[src/rtl/cv32e40x_xif_issuer.sv]
// Core-side eXtension-interface initiator: issues one offloaded instruction at a time,
// commits or kills it, and writes the returned result into the register file.
module cv32e40x_xif_issuer #(
  parameter int unsigned X_NUM_RS    = 2,
  parameter int unsigned X_ID_WIDTH  = 4,
  parameter int unsigned X_RFR_WIDTH = 32,
  parameter int unsigned X_RFW_WIDTH = 32
) (
  input  logic                            clk_i,
  input  logic                            rst_n,
  // pipeline side
  input  logic                            off_valid_i,
  output logic                            off_ready_o,
  input  logic [31:0]                     off_instr_i,
  input  logic [X_NUM_RS*X_RFR_WIDTH-1:0] off_rs_i,
  input  logic [X_NUM_RS-1:0]             off_rs_valid_i,
  input  logic                            off_kill_i,
  output logic                            off_done_o,
  output logic                            off_illegal_o,
  output logic                            busy_o,
  // issue channel
  output logic                            issue_valid_o,
  input  logic                            issue_ready_i,
  output logic [31:0]                     issue_instr_o,
  output logic [X_ID_WIDTH-1:0]           issue_id_o,
  output logic [X_NUM_RS*X_RFR_WIDTH-1:0] issue_rs_o,
  output logic [X_NUM_RS-1:0]             issue_rs_valid_o,
  input  logic                            issue_accept_i,
  input  logic                            issue_writeback_i,
  // commit channel
  output logic                            commit_valid_o,
  output logic [X_ID_WIDTH-1:0]           commit_id_o,
  output logic                            commit_kill_o,
  // result channel
  input  logic                            result_valid_i,
  output logic                            result_ready_o,
  input  logic [X_ID_WIDTH-1:0]           result_id_i,
  input  logic [4:0]                      result_rd_i,
  input  logic [X_RFW_WIDTH-1:0]          result_data_i,
  input  logic                            result_we_i,
  input  logic                            result_exc_i,
  // register-file write port
  output logic                            rf_we_o,
  output logic [4:0]                      rf_waddr_o,
  output logic [X_RFW_WIDTH-1:0]          rf_wdata_o,
  output logic                            xif_err_o
);

  typedef enum logic [1:0] {IDLE, ISSUE, COMMIT, RESULT} state_e;

  state_e                            state_q;
  logic [X_ID_WIDTH-1:0]             id_q;
  logic [X_ID_WIDTH-1:0]             id_d;
  logic                              kill_pending_q;
  logic [31:0]                       instr_q;
  logic [X_NUM_RS*X_RFR_WIDTH-1:0]   rs_q;
  logic [X_NUM_RS-1:0]               rs_valid_q;
  logic                              accept_q;
  logic                              writeback_q;
  logic                              rf_we_q;
  logic [4:0]                        rf_waddr_q;
  logic [X_RFW_WIDTH-1:0]            rf_wdata_q;
  logic                              done_q;
  logic                              illegal_q;
  logic                              xif_err_q;
  logic                              commit_kill;
  logic                              result_hit;

  assign id_d        = id_q + 1'b1;
  // A late flush arriving during the commit beat still kills the transaction.
  assign commit_kill = !accept_q || kill_pending_q || off_kill_i;
  assign result_hit  = result_valid_i && (result_id_i == id_q);

  always_ff @(posedge clk_i or negedge rst_n) begin
    if (!rst_n) begin
      state_q        <= IDLE;
      id_q           <= '0;
      kill_pending_q <= 1'b0;
      instr_q        <= '0;
      rs_q           <= '0;
      rs_valid_q     <= '0;
      accept_q       <= 1'b0;
      writeback_q    <= 1'b0;
      rf_we_q        <= 1'b0;
      rf_waddr_q     <= '0;
      rf_wdata_q     <= '0;
      done_q         <= 1'b0;
      illegal_q      <= 1'b0;
      xif_err_q      <= 1'b0;
    end else begin
      // NOTE: non-blocking assignments throughout so every register samples pre-edge
      // values; pulses default low here and are overridden below for one cycle.
      rf_we_q   <= 1'b0;
      done_q    <= 1'b0;
      illegal_q <= 1'b0;
      xif_err_q <= 1'b0;

      case (state_q)
        IDLE: begin
          if (off_valid_i && !off_kill_i) begin
            instr_q    <= off_instr_i;
            rs_q       <= off_rs_i;
            rs_valid_q <= off_rs_valid_i;
            state_q    <= ISSUE;
          end
        end

        ISSUE: begin
          if (off_kill_i) kill_pending_q <= 1'b1;
          if (issue_ready_i) begin
            accept_q    <= issue_accept_i;
            writeback_q <= issue_writeback_i;
            state_q     <= COMMIT;
          end
        end

        COMMIT: begin
          if (commit_kill) begin
            illegal_q      <= !accept_q && !kill_pending_q && !off_kill_i;
            id_q           <= id_d;
            kill_pending_q <= 1'b0;
            state_q        <= IDLE;
          end else begin
            state_q <= RESULT;
          end
        end

        RESULT: begin
          if (result_hit) begin
            rf_we_q        <= result_we_i && writeback_q && !result_exc_i &&
                              (result_rd_i != 5'd0);
            rf_waddr_q     <= result_rd_i;
            rf_wdata_q     <= result_data_i;
            done_q         <= 1'b1;
            id_q           <= id_d;
            kill_pending_q <= 1'b0;
            state_q        <= IDLE;
          end else if (result_valid_i) begin
            xif_err_q <= 1'b1;
          end
        end

        default: state_q <= IDLE;
      endcase
    end
  end

  assign off_ready_o      = (state_q == IDLE);
  assign busy_o           = (state_q != IDLE);
  assign issue_valid_o    = (state_q == ISSUE);
  assign issue_instr_o    = instr_q;
  assign issue_id_o       = id_q;
  assign issue_rs_o       = rs_q;
  assign issue_rs_valid_o = rs_valid_q;
  assign commit_valid_o   = (state_q == COMMIT);
  assign commit_id_o      = id_q;
  assign commit_kill_o    = (state_q == COMMIT) && commit_kill;
  assign result_ready_o   = (state_q == RESULT);
  assign rf_we_o          = rf_we_q;
  assign rf_waddr_o       = rf_waddr_q;
  assign rf_wdata_o       = rf_wdata_q;
  assign off_done_o       = done_q;
  assign off_illegal_o    = illegal_q;
  assign xif_err_o        = xif_err_q;

endmodule
[config.mk]
export PLATFORM = sky130hd
export DESIGN_NAME = cv32e40x_xif_issuer
export DESIGN_NICKNAME = d
export VERILOG_FILES = /design/src/rtl/cv32e40x_xif_issuer.sv
export SDC_FILE = /design/constraint.sdc
export NUM_CORES = 1
export LEC_CHECK = 0
export ABC_AREA = 1
export BUFFER_PORTS_ARGS = -buffer_cell sky130_fd_sc_hd__buf_2
export CAP_MARGIN = 20
export CORE_AREA = 3 3 117 119
export CTS_CLUSTER_SIZE = 10
export DETAILED_ROUTE_END_ITERATION = 8
export DIE_AREA = 0 0 120 122
export PLACE_DENSITY_LB_ADDON = 0.1
export SETUP_SLACK_MARGIN = 0.1
export SLEW_MARGIN = 20
export SYNTH_ARGS = -nofsm -noshare
export SYNTH_HDL_FRONTEND = slang
export SYNTH_SLANG_ARGS = --single-unit
[constraint.sdc]
create_clock -name clk_i -period 2.9 [get_ports clk_i]
set_input_delay 0.58 -clock clk_i [delete_from_list [all_inputs] [get_ports clk_i]]
set_output_delay 0.58 -clock clk_i [all_outputs]
set_load 0.01 [all_outputs]
After elaboration in Yosys (flattened, before gate mapping)
Cells that the tools add are included.
{"block": "totals", "reg_bits": 148, "elab_cells": 70}
{"block": "classes", "addsub": 1, "reduce_logical": 25, "n_mux": 21, "eq_ne": 9}
{"operator": "1-bit 2-to-1 mux", "n": 12}
{"operator": "1-bit logical AND", "n": 8}
{"operator": "2-bit 2-to-1 mux", "n": 4}
{"operator": "4-bit 2-to-1 mux", "n": 2}
{"operator": "2-bit by 1-bit != test with 1-bit output, second input constant", "n": 4}
{"operator": "2-bit one-hot mux with 4 select lines", "n": 1}
{"operator": "4-bit one-hot mux with 2 select lines", "n": 1}
{"operator": "2-bit AND reduction", "n": 3}
{"operator": "3-bit AND reduction", "n": 2}
{"operator": "5-bit nonzero test", "n": 1}
{"operator": "4-bit by 1-bit adder with 4-bit output, second input constant", "n": 1}
{"operator": "2-bit == test, second input constant", "n": 2}
{"operator": "4-bit == test", "n": 1}
{"operator": "1-bit zero test", "n": 4}
{"operator": "4-bit AND reduction", "n": 1}
{"operator": "2-bit nonzero test", "n": 2}
{"operator": "1-bit one-hot mux with 3 select lines", "n": 1}
{"operator": "3-bit nonzero test", "n": 1}
{"operator": "2-bit by 1-bit == test with 1-bit output, second input constant", "n": 1}
{"operator": "2-bit zero test", "n": 1}
{"operator": "1-bit logical OR", "n": 2}
{"operator": "2-bit != test, second input constant", "n": 1}

Longest topological paths before layout
Gate-level depths: netlist of the first run.
{"block": "depth", "ltp_word": 5, "mapped_depth": 9}

Worst setup path before layout of the first run
No wires, ideal clock.
{"block": "synth_path", "path_type": "input-to-output", "from": "input port off_kill_i", "to": "output port commit_kill_o", "stages": 4, "t_arrival_ns": 0.944, "setup_slack_ns": 1.376, "path_cell_list": "inv_1 -> nand3_1 -> nand2_1 -> inv_1"}
{"block": "synth_via", "elab_chain_len": 2}
{"element": "from (decl)", "line": "17", "rtl": "input logic off_kill_i,"}
{"element": "1-bit logical OR", "line": "71", "rtl": "assign commit_kill = !accept_q || kill_pending_q || off_kill_i;"}
{"element": "1-bit logical AND", "line": "157", "rtl": "assign commit_kill_o = (state_q == COMMIT) && commit_kill;"}
{"element": "to (decl)", "line": "33", "rtl": "output logic commit_kill_o,"}
Every way passes these cells.

Worst setup path in the final report of the first run
{"block": "layout_path", "from": "register state_q[0]", "to": "output port commit_kill_o"}
{"block": "layout_via", "elab_chain_len": 2}
{"element": "from (decl)", "line": "51", "rtl": "state_e state_q;"}
{"element": "from (signal assigned)", "line": "76", "rtl": "state_q <= IDLE;"}
{"element": "from (signal assigned)", "line": "104", "rtl": "state_q <= ISSUE;"}
{"element": "from (signal assigned)", "line": "113", "rtl": "state_q <= COMMIT;"}
{"element": "2-bit == test", "line": "157"}
{"element": "1-bit logical AND", "line": "157"}
Every way passes these cells.

==> impl_metrics.py, run 1 <==
metrics = {
    "place": {
        "port_buffers": 301,
        "place_ws_ps": 871,
        "hpwlAfterDp_um": 11500,
        "gp_routability_congestion": 0.804,
        "dpl_cell_area_um2": 7450,
    },
    "setup_path": {
        "rrSetupSlack_ps": 1080,
        "path_cells": "inv_1, nand2_1, inv_1, nand2_1, inv_1, buf_2",
        "cp-end-kind": "primary output",
        "critPathTopFamily": "flip-flops",
        "reg2regPathDepth": 6,
        "cp_slowest_stage_delay_ps": 400,
        "critPathMostFrequentCell": "inv_1",
        "crit_buf_inv": 4,
        "startpoint_type": "flop",
        "critPathKind": "reg -> out",
        "crit_fanout": 6,
        "required_ps": 2320,
        "reg2reg_to": "issue_rs_o[26]$_DFFE_PN0P_",
        "arrival_ps": 1460,
        "r2r-start": "state_q[0]$_DFFE_PN0P_",
        "cp_slowest_cell": "dfrtp_1",
    },
    "power_and_ir_drop": {
        "leakage_uw": 0.00442,
        "p_sw_frac": 0.340,
        "power.share.clock": 0.223,
        "switching_power_uw": 2990,
        "p_total_uw": 8790,
        "power.density_nw_per_um2": 1100,
        "combPwrFrac": 0.368,
        "ir_worst_vdd_mv": 0.507,
        "seq_power_share": 0.409,
        "p_int_uw": 5800,
    },
    "logic_synthesis": {
        "ys_warn_count": 0,
        "synth_top_cell_by_area": "dfrtp_1",
        "ys_top_cells_by_area": "dfrtp_1 64%, mux2_2 19%, nand2_1 8.8%",
        "synthDistinctLibCells": 21,
        "syn_nets": 615,
        "synth_area_um2": 5820,
        "synthCells": 465,
        "ys_seq_area_frac": 0.636,
        "avgSynthCellArea_um2": 12.5,
        "synth_top_area_frac": 0.636,
        "ys_seq_elements": 148,
    },
    "clock_network": {
        "cts_hold_buf": 0,
        "cts_sinks": 148,
        "cts_resized": 0,
        "clock_latency_ps": 420,
        "clkTransAtPathRegs_ps": 60,
        "postCtsSetupBuffers": 0,
        "root_buffer": "clkbuf_16",
        "cts_buffer_depth": 2,
        "htreeDepth": 4,
        "tritoncts": "done",
        "numCtsBuffers": 17,
    },
    "sta": {
        "max_slew_margin": 0.571,
        "fmax_mhz": 490,
        "rsz0062_at_grt": "no",
        "slew_viol_final": 0,
        "finClkSkew_ps": 6.68,
        "fin_crit_ps": 2040,
        "setup_slack_ps": 858,
        "final.setup.tns_ps": 0,
        "hold_violations": 0,
        "tightestPinTransition_ps": 643,
        "setup_viol": 0,
        "post-route-period-util": 0.704,
    },
    "final_layout": {
        "register_area_um2": 3700,
        "drive_gt1_frac": 0.572,
        "multi_input_area_um2": 1850,
        "n_antenna_cell": 0,
        "areaGrowthSynthToFinish_pct": 37.0,
        "nets": 920,
        "fin_area_um2": 7980,
        "nFillCells": 1088,
    },
    "global_routing": {
        "grt_pass1_wl_um": 23500,
        "grt_max_degree": 69,
        "grt_usage": 0.208,
        "grt_overflow": 0,
        "antenna_found_initial": 0,
        "grt_pass1_vias": 4625,
    },
    "drt": {
        "drt-total-wl_um": 15100,
        "via_per_inst": 4.70,
        "wl_per_cell_um": 15.8,
        "firstDrtPassIters": 4,
        "vias": 4485,
        "drc": 0,
        "drt-initial-drc-count": 219,
        "final_antenna_net_count": 0,
    },
    "floorplanning": {
        "dieArea_um2": 14600,
        "io_pins": 302,
        "initial_core_util": 0.460,
        "die_x_um": 120,
        "core_um2": 12700,
        "fp-row-count": 41,
        "dieHeight_um": 122,
    },
    "run_status": {
        "run_status": "finished clean",
    },
    "hold_path": {
        "hp-class": "in -> async",
    },
    "run": {
        "maxCapViolations": 0,
    },
}
## routing by layer
layer	part of all wire	vias to the layer above	track usage
met2	0.50	209	0.347
met4	0.030	0	0.0988
met3	0.092	31	0.0724
met1	0.38	2128	0.241
met5	0	-	0
li1	-	2117	-
## metrics by stage
step | instances | utilization | hold WS, ps
global route | 955 | 0.630 | 207
detailed placement | 923 | 0.588 | 441
global placement | 923 | 0.588 | 440
floorplan | 465 | - | 284
CTS | 955 | 0.630 | 178
finish | 955 | 0.630 | 142
## cell families after synthesis
| logic type | share of synthesized area |
|---|---|
| adder cells (fa/ha/maj) | 0.00215 |
| AO/OA/AOI/OAI | 0.0101 |
| XOR/XNOR | 0.00301 |
| multiplexers | 0.193 |
| AND/OR/NAND/NOR | 0.108 |
| flip-flops | 0.636 |
| buffers and inverters | 0.0479 |
## placed cells by master (no fill, tap or decap), types with 2 or more instances in the layout
cell type	count
inv_2	4
clkbuf_16	17
o21ai_0	3
nor2_1	7
nor2_2	2
buf_2	300
mux2_2	100
clkinv_2	7
dfrtp_1	148
clkbuf_1	2
nand3_1	8
xor2_1	2
clkinvlp_4	3
inv_1	20
a21oi_1	4
clkbuf_8	3
nand2_1	136
buf_4	5
o31ai_1	2
buf_12	2
## how the worst max path moves through the flow
stage	start	endpoint	slack, ps	cells past startpoint
floorplan	off_kill_i	commit_kill_o	1380	4
global placement	off_valid_i	issue_rs_o[42]$_DFFE_PN0P_	900	6
detailed placement	off_kill_i	issue_rs_o[47]$_DFFE_PN0P_	870	5
CTS	state_q[0]$_DFFE_PN0P_	commit_kill_o	850	6
global route	state_q[0]$_DFFE_PN0P_	commit_kill_o	700	6
finish	state_q[0]$_DFFE_PN0P_	commit_kill_o	860	6
## Yosys cell counts (all sizes together)
cell type	n
nor2	9
ha	1
buf	22
nor4	1
inv	24
mux2	100
o21ai	4
o31ai	2
a21oi	4
nand3	8
nand4	2
dfrtp	148
xor2	2
nand2	138
## final cells by class
type | instances | area share
inverter | 24 | 0.0113
timing repair buffer | 308 | 0.199
sequential | 148 | 0.464
multi-input combinational | 271 | 0.231
tap | 172 | 0.0270
clock buffer | 22 | 0.0594
clock inverter | 10 | 0.00721
## registers in the layout (all words and copies together), names as in the netlist
register and cells:
off_illegal_o 1, xif_err_o 1, writeback_q 1, rf_waddr_o 5, issue_rs_o 64, state_q 2, issue_rs_valid_o 2, commit_id_o 4
rf_wdata_o 32, issue_instr_o 32, kill_pending_q 1, rf_we_o 1, accept_q 1, off_done_o 1
## power by group through the flow
stage,Clock (uW),Sequential (uW),Combinational [uW]
after global routing,2110,3730,3540
after global placement,0,3590,3220
final,1960,3590,3240
after CTS,2010,3600,3300
after detailed placement,0,3620,3290
after floorplan,0,4070,1300
Power figures use the tool's default switching activity.
==> run 2: changes to the inputs <==
--- a/config.mk
+++ b/config.mk
@@ -8,10 +8,10 @@
 export ABC_AREA = 1
 export BUFFER_PORTS_ARGS = -buffer_cell sky130_fd_sc_hd__buf_2
 export CAP_MARGIN = 20
-export CORE_AREA = 3 3 117 119
+export CORE_MARGIN = 3
+export CORE_UTILIZATION = 45
 export CTS_CLUSTER_SIZE = 10
 export DETAILED_ROUTE_END_ITERATION = 8
-export DIE_AREA = 0 0 120 122
 export PLACE_DENSITY_LB_ADDON = 0.1
 export SETUP_SLACK_MARGIN = 0.1
 export SLEW_MARGIN = 20
==> constraint.sdc (replaced) <==
create_clock -name clk_i -period 1.96 [get_ports clk_i]
set_input_delay 0.392 -clock clk_i [delete_from_list [all_inputs] [get_ports clk_i]]
set_output_delay 0.392 -clock clk_i [all_outputs]
set_load 0.01 [all_outputs]
==> run 2 against run 1 <==
Critical path depth fell by 1. Clock-buffer cell count down 3. Setup slack got worse by 660 ps. Largest cell class unchanged. Largest power group unchanged.
==> impl_metrics.py, run 2 (synthesis results as in run 1) <==
metrics = {
    "run_status": {
        "run_status": "finished clean",
    },
    "global_routing": {
        "use_met2": 0.375,
        "use_met3": 0.0745,
        "grt_pass1_wl_um": 23700,
        "use_met1": 0.234,
        "grt_usage": 0.213,
        "top_usage_layer": "met2",
        "antenna_found_initial": 1,
        "grt_max_degree": 44,
        "grt_pass1_vias": 4655,
        "grt_overflow": 0,
    },
    "setup_path": {
        "rrSetupSlack_ps": 400,
        "crit_buf_inv": 3,
        "r2r-start": "state_q[1]$_DFFE_PN0P_",
        "critPathTopFamily": "flip-flops",
        "critPathKind": "reg -> out",
        "reg2reg_to": "issue_rs_o[4]$_DFFE_PN0P_",
        "reg2regPathDepth": 6,
        "path_cells": "inv_1, nand3_1, nand2_2, inv_1, buf_2",
        "required_ps": 1570,
        "cp_slowest_stage_delay_ps": 400,
        "crit_fanout": 6,
        "cp_slowest_cell": "dfrtp_1",
        "startpoint_type": "flop",
        "arrival_ps": 1370,
        "critPathMostFrequentCell": "inv_1",
        "cp-end-kind": "primary output",
    },
    "drt": {
        "wl_per_cell_um": 16.1,
        "vias": 4520,
        "final_antenna_net_count": 0,
        "firstDrtPassIters": 4,
        "drt-initial-drc-count": 165,
        "drc": 0,
        "via_per_inst": 4.73,
        "drt-total-wl_um": 15400,
    },
    "place": {
        "hpwlAfterDp_um": 11900,
        "port_buffers": 301,
        "gp_routability_congestion": 0.828,
    },
    "clock_network": {
        "htreeDepth": 4,
        "postCtsSetupBuffers": 0,
        "clkTransAtPathRegs_ps": 60,
        "cts_buffer_depth": 2,
        "root_buffer": "clkbuf_16",
        "numCtsBuffers": 17,
        "tritoncts": "done",
        "clock_latency_ps": 420,
        "cts_sinks": 148,
    },
    "power_and_ir_drop": {
        "power.density_nw_per_um2": 1690,
        "leakage_uw": 0.00451,
        "ir_worst_vdd_mv": 1.07,
    },
    "final_layout": {
        "largest_reg_flops": 64,
        "areaGrowthSynthToFinish_pct": 40.6,
        "most-common-layout-cells": "300 x buf_2, 148 x dfrtp_1, 134 x nand2_1",
        "nets": 924,
        "nFillCells": 1010,
        "final_common_cell": "buf_2",
        "final_util": 0.665,
        "drive_gt1_frac": 0.578,
    },
    "hold_path": {
        "hold_depth": 2,
        "hp-start": "off_kill_i",
        "whs_endpoint": "off_illegal_o$_DFF_PN0_",
        "hp-class": "in -> reg",
    },
    "sta": {
        "fmax_mhz": 567,
        "slew_viol_final": 0,
        "hold_violations": 0,
        "fin_crit_ps": 1760,
        "max_slew_margin": 0.721,
        "finClkSkew_ps": 7.14,
        "rsz0062_at_grt": "no",
        "tightestPinTransition_ps": 418,
        "final.setup.tns_ps": 0,
        "setup_viol": 0,
        "post-route-period-util": 0.899,
    },
    "floorplanning": {
        "fp-row-count": 40,
        "initial_core_util": 0.473,
        "dieArea_um2": 14300,
        "core_um2": 12300,
        "io_pins": 302,
        "dieHeight_um": 120,
        "die_x_um": 120,
    },
    "run": {
        "maxCapViolations": 0,
    },
}
## run 2: cell count changes in the layout (fill, tap and decap cells not counted), sizes merged
cell | previous run | this run
bufinv | 0 | 6
clkinv | 7 | 3
buf | 308 | 311
clkbuf | 22 | 19
inv | 24 | 26
clkinvlp | 3 | 2
diode | 0 | 1
dlygate4sd3 | 0 | 1
## run 2: worst max path at each step
| stage | start | endpoint | cells after the start |
|---|---|---|---|
| 3_5_place_dp | off_kill_i | issue_rs_o[24]$_DFFE_PN0P_ | 5 |
| 6_report | kill_pending_q$_DFFE_PN0P_ | commit_kill_o | 5 |
| 5_1_grt | kill_pending_q$_DFFE_PN0P_ | commit_kill_o | 5 |
| 3_3_place_gp | off_kill_i | issue_rs_o[18]$_DFFE_PN0P_ | 5 |
| 4_1_cts | state_q[0]$_DFFE_PN0P_ | commit_kill_o | 6 |
| 2_1_floorplan | state_q[0]$_DFFE_PN0P_ | issue_rs_o[26]$_DFFE_PN0P_ | 7 |
## run 2: report_power, final
part	switching, uW	internal [uW]
combinational	2490	2360
clock	1240	2420
sequential	774	4550
total	4510	9330
## run 2: through the flow
step / setup WS, ps / cell area, um^2 / total power (uW) / instances / hold WS, ps
3_3_place_gp: 380 / 7500 / 10100 / 922 / 340
2_1_floorplan: 553 / 5820 / 7950 / 465 / 96.4
4_1_cts: 122 / 8180 / 14000 / 955 / 151
5_1_grt: 118 / 8190 / 14700 / 956 / 161
3_5_place_dp: 347 / 7500 / 10300 / 922 / 350
6_report: 197 / 8190 / 13800 / 956 / 160
## run 2: timing repair
item / in CTS / in global routing
setup endpoints to repair: 0 / 1
hold buffers: 1 / 0
endpoints found under the hold margin: 37 / 0
gates resized for setup: 0 / 3
## run 2: layer usage
layer,share of wire,wire [um]
met1,0.37,5660
met2,0.52,7920
met4,0.029,445
met5,0,0
met3,0.087,1330
## run 2: cell type report
| type | count | area, um^2 | share of cell area |
|---|---|---|---|
| well taps | 168 | 210 | 0.0257 |
| multi-input cells | 271 | 1850 | 0.226 |
| flip-flops and latches | 148 | 3700 | 0.452 |
| diodes | 1 | 2.50 | 0.000306 |
| clock inverters | 13 | 228 | 0.0278 |
| inverters | 24 | 90.1 | 0.0110 |
| clock buffers | 19 | 443 | 0.0541 |
| repair buffers | 312 | 1660 | 0.203 |
